<file path="src/rtl/shift_universal_pkg.sv">
// rtl/shift_universal_pkg.sv - shared types for the universal shift register
package shift_pkg;

    typedef enum logic [2:0] {
        HOLD = 3'd0,
        SHL  = 3'd1,
        SHR  = 3'd2,
        ROL  = 3'd3,
        ROR  = 3'd4,
        ASR  = 3'd5
    } mode_t;

    typedef enum logic [1:0] {
        IDLE = 2'd0,
        RUN  = 2'd1,
        DONE = 2'd2
    } state_t;

    // Codes 0, 6 and 7 move no bit out, so they leave ser_out alone.
    function automatic logic moves_bit(input logic [2:0] m);
        return (m >= 3'(SHL)) && (m <= 3'(ASR));
    endfunction

endpackage

</file>
<file path="src/rtl/shift_universal_if.sv">
// rtl/shift_universal_if.sv - control/data bundle between requester and shifter
interface shift_universal_if #(
    parameter int WIDTH  = 8,
    parameter int STEP_W = 4
);
    logic              load_enable;
    logic [WIDTH-1:0]  in;
    logic [2:0]        mode;
    logic              ser_in;
    logic              start;
    logic [STEP_W-1:0] count;
    logic [WIDTH-1:0]  q;
    logic              ser_out;
    logic              busy;
    logic              done;

    modport master (
        output load_enable, in, mode, ser_in, start, count,
        input  q, ser_out, busy, done
    );

    modport slave (
        input  load_enable, in, mode, ser_in, start, count,
        output q, ser_out, busy, done
    );
endinterface

</file>
<file path="src/rtl/shift_universal_step.sv">
// rtl/shift_universal_step.sv - combinational single-step shift/rotate datapath
module shift_step
    import shift_pkg::*;
#(
    parameter int WIDTH = 8
) (
    input  logic [WIDTH-1:0] q,
    input  logic [2:0]       mode,
    input  logic             ser_in,
    output logic [WIDTH-1:0] q_next,
    output logic             bit_out
);

    always_comb begin
        q_next  = q;
        bit_out = 1'b0;
        case (mode)
            3'(SHL): begin
                q_next  = {q[WIDTH-2:0], ser_in};
                bit_out = q[WIDTH-1];
            end
            3'(SHR): begin
                q_next  = {ser_in, q[WIDTH-1:1]};
                bit_out = q[0];
            end
            3'(ROL): begin
                q_next  = {q[WIDTH-2:0], q[WIDTH-1]};
                bit_out = q[WIDTH-1];
            end
            3'(ROR): begin
                q_next  = {q[0], q[WIDTH-1:1]};
                bit_out = q[0];
            end
            3'(ASR): begin
                q_next  = {q[WIDTH-1], q[WIDTH-1:1]};
                bit_out = q[0];
            end
            default: begin
                q_next  = q;
                bit_out = 1'b0;
            end
        endcase
    end

endmodule

</file>
<file path="src/rtl/shift_universal.sv">
// rtl/shift_universal.sv - universal shift register with N-step sequencer
module shift_universal
    import shift_pkg::*;
#(
    parameter int WIDTH  = 8,
    parameter int STEP_W = 4
) (
    input  logic            clk,
    input  logic            reset,
    shift_universal_if.slave bus
);

    state_t            state;
    logic [WIDTH-1:0]  q_r;
    logic [2:0]        mode_r;
    logic [STEP_W-1:0] rem;
    logic              ser_out_r;
    logic [WIDTH-1:0]  q_next;
    logic              bit_out;

    shift_step #(.WIDTH(WIDTH)) u_step (
        .q      (q_r),
        .mode   (mode_r),
        .ser_in (bus.ser_in),
        .q_next (q_next),
        .bit_out(bit_out)
    );

    always_ff @(posedge clk or negedge reset) begin
        if (!reset) begin
            state     <= IDLE;
            q_r       <= '0;
            mode_r    <= 3'(HOLD);
            rem       <= '0;
            ser_out_r <= 1'b0;
        end else begin
            case (state)
                IDLE, DONE: begin
                    if (bus.load_enable) begin
                        q_r   <= bus.in;
                        state <= IDLE;
                    end else if (bus.start) begin
                        if (bus.count != '0) begin
                            mode_r <= bus.mode;
                            rem    <= bus.count;
                            state  <= RUN;
                        end else begin
                            state <= DONE;
                        end
                    end else begin
                        state <= IDLE;
                    end
                end
                RUN: begin
                    // A load mid-operation aborts without a done pulse.
                    if (bus.load_enable) begin
                        q_r   <= bus.in;
                        rem   <= '0;
                        state <= IDLE;
                    end else begin
                        q_r <= q_next;
                        rem <= rem - STEP_W'(1);
                        if (moves_bit(mode_r))
                            ser_out_r <= bit_out;
                        if (rem == STEP_W'(1))
                            state <= DONE;
                    end
                end
                default: state <= IDLE;
            endcase
        end
    end

    assign bus.q       = q_r;
    assign bus.ser_out = ser_out_r;
    assign bus.busy    = (state == RUN);
    assign bus.done    = (state == DONE);

endmodule
</file>
<file path="src/flat_wrapper.sv">
// flat-port wrapper written by rule: the top's interface ports become plain ports
module shift_universal_flat import shift_pkg::*;
#(
    parameter int WIDTH  = 8,
    parameter int STEP_W = 4
)
  (clk, reset, bus_load_enable, bus_in, bus_mode, bus_ser_in, bus_start, bus_count, bus_q, bus_ser_out, bus_busy, bus_done);
  shift_universal_if #(.WIDTH(WIDTH), .STEP_W(STEP_W)) bus_i ();
  input  logic clk;
  input  logic reset;
  input wire logic [$bits(bus_i.load_enable)-1:0] bus_load_enable;
  input wire logic [$bits(bus_i.in)-1:0] bus_in;
  input wire logic [$bits(bus_i.mode)-1:0] bus_mode;
  input wire logic [$bits(bus_i.ser_in)-1:0] bus_ser_in;
  input wire logic [$bits(bus_i.start)-1:0] bus_start;
  input wire logic [$bits(bus_i.count)-1:0] bus_count;
  output wire logic [$bits(bus_i.q)-1:0] bus_q;
  output wire logic [$bits(bus_i.ser_out)-1:0] bus_ser_out;
  output wire logic [$bits(bus_i.busy)-1:0] bus_busy;
  output wire logic [$bits(bus_i.done)-1:0] bus_done;
  assign bus_i.load_enable = bus_load_enable;
  assign bus_i.in = bus_in;
  assign bus_i.mode = bus_mode;
  assign bus_i.ser_in = bus_ser_in;
  assign bus_i.start = bus_start;
  assign bus_i.count = bus_count;
  assign bus_q = bus_i.q;
  assign bus_ser_out = bus_i.ser_out;
  assign bus_busy = bus_i.busy;
  assign bus_done = bus_i.done;
  shift_universal #(.WIDTH(WIDTH), .STEP_W(STEP_W)) u_core (.clk(clk), .reset(reset), .bus(bus_i));
endmodule
</file>
<file path="config.mk">
export PLATFORM = sky130hd
export DESIGN_NAME = shift_universal_flat
export DESIGN_NICKNAME = d
export VERILOG_FILES = /design/src/rtl/shift_universal_pkg.sv /design/src/rtl/shift_universal_if.sv /design/src/rtl/shift_universal_step.sv /design/src/rtl/shift_universal.sv /design/src/flat_wrapper.sv
export SDC_FILE = /design/constraint.sdc
export NUM_CORES = 1
export LEC_CHECK = 0
export ABC_AREA = 1
export CAP_MARGIN = 20
export CORE_MARGIN = 5
export CORE_UTILIZATION = 44
export CTS_BUF_LIST = sky130_fd_sc_hd__clkbuf_4 sky130_fd_sc_hd__clkbuf_8 sky130_fd_sc_hd__clkbuf_16
export CTS_CLUSTER_SIZE = 28
export DETAILED_ROUTE_END_ITERATION = 16
export GPL_ROUTABILITY_DRIVEN = 1
export PLACE_DENSITY = 0.85
export SYNTH_ARGS = -nofsm -noshare
export SYNTH_HDL_FRONTEND = slang
export SYNTH_SLANG_ARGS = --single-unit
</file>
<file path="constraint.sdc">
create_clock -name clk -period 1.3 [get_ports clk]
set_clock_uncertainty 0.1 [all_clocks]
set_input_delay 0.13 -clock clk [delete_from_list [all_inputs] [get_ports clk]]
set_output_delay 0.13 -clock clk [all_outputs]
set_load 0.01 [all_outputs]
</file>
==> run_results.csv <==
group,metric,value,unit
run_status,status,"complete, but fails checks",
run_status,violations,"setup timing",
pwr,p_clk_share,10.3,%
route,drt_iter0_drc,60,
clock_network,h-tree-depth,1,
worst_setup_path,r2r_end,"u_core.bus.q[3]$_DFFE_PN0P_",
placed_design,port_buffers,30,
final_layout,stdcell_area,0.00188,mm^2
route,finalWirelength,3.80,mm
clock_network,cts_tree,"done",
worst_setup_path,crit_path_start_kind,"register",
clock_network,ctsHoldBuffers,0,
synthesis,syn_inst,172,
timing,hold_viol,0,
pwr,leakage,0.987,nW
worst_setup_path,crit_slowest_cell,"dfrtp_1",
route,ant_nets,0,
synthesis,async_reset_ff_share,100,%
clock_network,cts_buffers,3,
die,die_width,62.8,um
global_route,grt_pass1_vias,1459,
worst_setup_path,max_stage_delay,400,ps
timing,fin_crit_sh,104,%
final_layout,final_core_util,69.5,%
final_layout,n_antenna_cell,0,
synthesis,ys_seq_area_share,36.7,%
synthesis,synth_common_cells,"nand2_1 (58), inv_1 (20), nand3_1 (20)",
placed_design,placed_cell_area,0.00176,mm^2
placed_design,dp_slack,-232,ps
pwr,p_comb_share,57.1,%
route,wl_per_cell,14.3,um
global_route,track_usage,20.4,%
clock_network,clk_pin_slew,110,ps
timing,drv_slew,0,
die,fp.dieH,62.8,um
synthesis,synth_top_cell_area_share,36.7,%
final_layout,drive_gt1_share,31.9,%
timing,fmax,740,MHz
synthesis,synth_area_leader_cell,"dfrtp_1",
die,fp.dieArea,0.00394,mm^2
synthesis,synth.most_common_cell,"nand2_1",
worst_setup_path,crit_type,"register to register",
placed_design,hpwl,2.58,mm
synthesis,netlist_area,0.00123,mm^2
worst_setup_path,critPathRequiredTime,1440,ps
final_layout,final_nets,259,
worst_setup_path,r2r_cells,8,
synthesis,synth_warnings,0,
timing,tightest_slew,291,ps
timing,rsz0062_at_grt,"true",
pwr,p_sw,1.21,mW
global_route,grt-ovfl-total,0,
clock_network,cts_sinks,18,
pwr,peakVddDrop,1.04,mV
worst_setup_path,crit_chain,"inv_2 -> nand2_4 -> nor2_8 -> buf_4 -> nand3_1 -> nand2_1 -> nand2_2 -> nand2_1",
timing,period_needed,1350,ps
worst_setup_path,arrival,1490,ps
worst_setup_path,path_common_cell,"nand2_1",
route,drtPass1Iterations,4,
die,ios,31,
die,num_rows,19,
pwr,p_per_area,1490,mW/mm^2
global_route,antenna_found_initial,0,
placed_design,gp_congestion,0.866,
synthesis,synth_fp_nets,194,
route,dr_total_vias,1392,
clock_network,cts_buffer_depth,2,
timing,setup_viol,10,
min_path,hold_class,"input port to async pin",
synthesis,synth_area_leaders,"dfrtp_1 (37%), nand2_1 (18%), nand3_1 (8.2%), inv_1 (6.1%), nand2_4 (3.7%)",
worst_setup_path,startpoint,"u_core.state[1]$_DFFE_PN0P_",
route,post-route-drc-count,0,
synthesis,synth_cell_types,27,
pwr,swShare,43.2,%
worst_setup_path,critPathCaptureType,"register",
worst_setup_path,r2r-start,"u_core.state[1]$_DFFE_PN0P_",
global_route,grt_pass1_wl,6.49,mm
timing,maxSlewHeadroom,80.4,%
clock_network,cts-root-buf,"clkbuf_4",
timing,setup_ws,-51.9,ps
worst_setup_path,critical_path.max_fanout,7,
synthesis,synth_edf_count,0,
synthesis,ys_ff_latch,18,
final_layout,syn_to_final_growth,53.7,%
die,coreArea,0.00271,mm^2
worst_setup_path,r2r_setup_slack,-50,ps
synthesis,avgSynthCellArea,7.13,um^2
timing,tns,-324,ps
pwr,internal_power,1.59,mW
worst_setup_path,crit_end,"u_core.bus.q[3]$_DFFE_PN0P_",
clock_network,clock_latency,300,ps
job,cap_violations,0,
die,start_util,45.2,%
global_route,grt_max_degree,19,
route,via_per_inst,5.23,
synthesis,ys.flop_type,"dfrtp_1",
pwr,pwr-share-seq,32.6,%
==> how the worst min path moves through the flow <==
stage | startpoint | end | slack (ps) | depth (start not counted)
6_report | reset | u_core.rem[2]$_DFFE_PN0P_ | 40 | 2
3_3_place_gp | reset | u_core.bus.q[1]$_DFFE_PN0P_ | 380 | 2
4_1_cts | reset | u_core.bus.q[3]$_DFFE_PN0P_ | 60 | 2
5_1_grt | reset | u_core.rem[2]$_DFFE_PN0P_ | 60 | 2
3_5_place_dp | reset | u_core.bus.q[3]$_DFFE_PN0P_ | 380 | 2
2_1_floorplan | reset | u_core.bus.q[0]$_DFFE_PN0P_ | -270 | 0
==> cells by family (layout without fill, tap and decap cells) <==
| family | count (synthesis) | after routing | synth area share [%] |
|---|---|---|---|
| compound gates | 18 | 18 | 8.27 |
| xor+xnor | 1 | 1 | 0.714 |
| fa+ha+maj | 2 | 2 | 2.04 |
| buf+inv | 26 | 89 | 8.78 |
| flops | 18 | 18 | 36.7 |
| simple gates | 107 | 107 | 43.5 |
==> flip-flops by register name, indices dropped and copies added, names as in the netlist <==
register and count:
u_core.bus.q 8, u_core.rem 4, u_core.mode_r 3, u_core.state 2
u_core.bus.ser_out 1
==> power by group through the flow <==
stage / Sequential [mW] / Clock, mW / Combinational (mW)
2_1_floorplan: 0.954 / 0 / 0.740
3_3_place_gp: 0.917 / 0 / 1.42
3_5_place_dp: 0.922 / 0 / 1.46
4_1_cts: 0.893 / 0.285 / 1.53
5_1_grt: 0.935 / 0.317 / 1.78
6_report: 0.914 / 0.287 / 1.60
==> layout make-up <==
class	count	area, um^2
multi-input cells	128	729
repair buffers	61	534
clock buffers	3	22.5
fillers	227	826
flip-flops and latches	18	453
inverters	25	106
well taps	31	38.8
==> metal layers <==
layer,up-vias,global-route usage (%),routed length (um)
met5,-,0,0
li1,675,-,-
met2,54,35.6,1990
met4,0,9.02,151
met1,647,23.5,1420
met3,16,4.50,230
==> worst max-delay path, delay by kind of cell (launching register included) <==
kind,cells,cell delay (ps)
AND/OR/NAND/NOR,6,540
flip-flops,1,400
buffers and inverters,2,250
==> per-stage QoR <==
step,total power [mW],instances,hold slack (ps)
detailed placement,2.38,258,379
floorplan,1.69,172,-266
CTS,2.71,266,58.7
global placement,2.33,258,376
global route,3.03,266,59.4
finish,2.80,266,44.7
==> what timing repair did <==
item | CTS | global route
resized for setup | 34 | 12
setup buffers | 5 | 0
endpoints found under the setup margin | 24 | 19
pin swaps | 8 | 2
==> layout by cell type (no fill, tap or decap) <==
master           Yosys  layout
a21boi_0             1       1
a21oi_1              6       3
a21oi_2              0       3
buf_12               0       1
buf_2                0       1
buf_4                0      29
buf_6                1       2
clkbuf_4             0       3
clkdlybuf4s50_1      0      19
dfrtp_1             18      16
dfrtp_2              0       2
dlygate4sd2_1        0       9
ha_1                 2       2
inv_1               20      16
inv_2                4       5
inv_4                1       3
inv_6                0       1
nand2_1             58      54
nand2_2              4       6
nand2_4              4       6
nand3_1             20      18
nand3_2              3       5
nand3_4              1       1
nand3b_1             1       1
nand4_1              3       3
nor2_1               9       6
nor2_2               1       3
nor2_4               0       1
nor2_8               1       1
nor3_1               1       1
o21a_1               1       1
o21ai_0              4       3
o21ai_1              3       4
o21ai_4              0       1
o22ai_1              2       2
or2_2                1       1
xnor2_1              1       1
No activity file was read; power rests on OpenSTA's default activity.
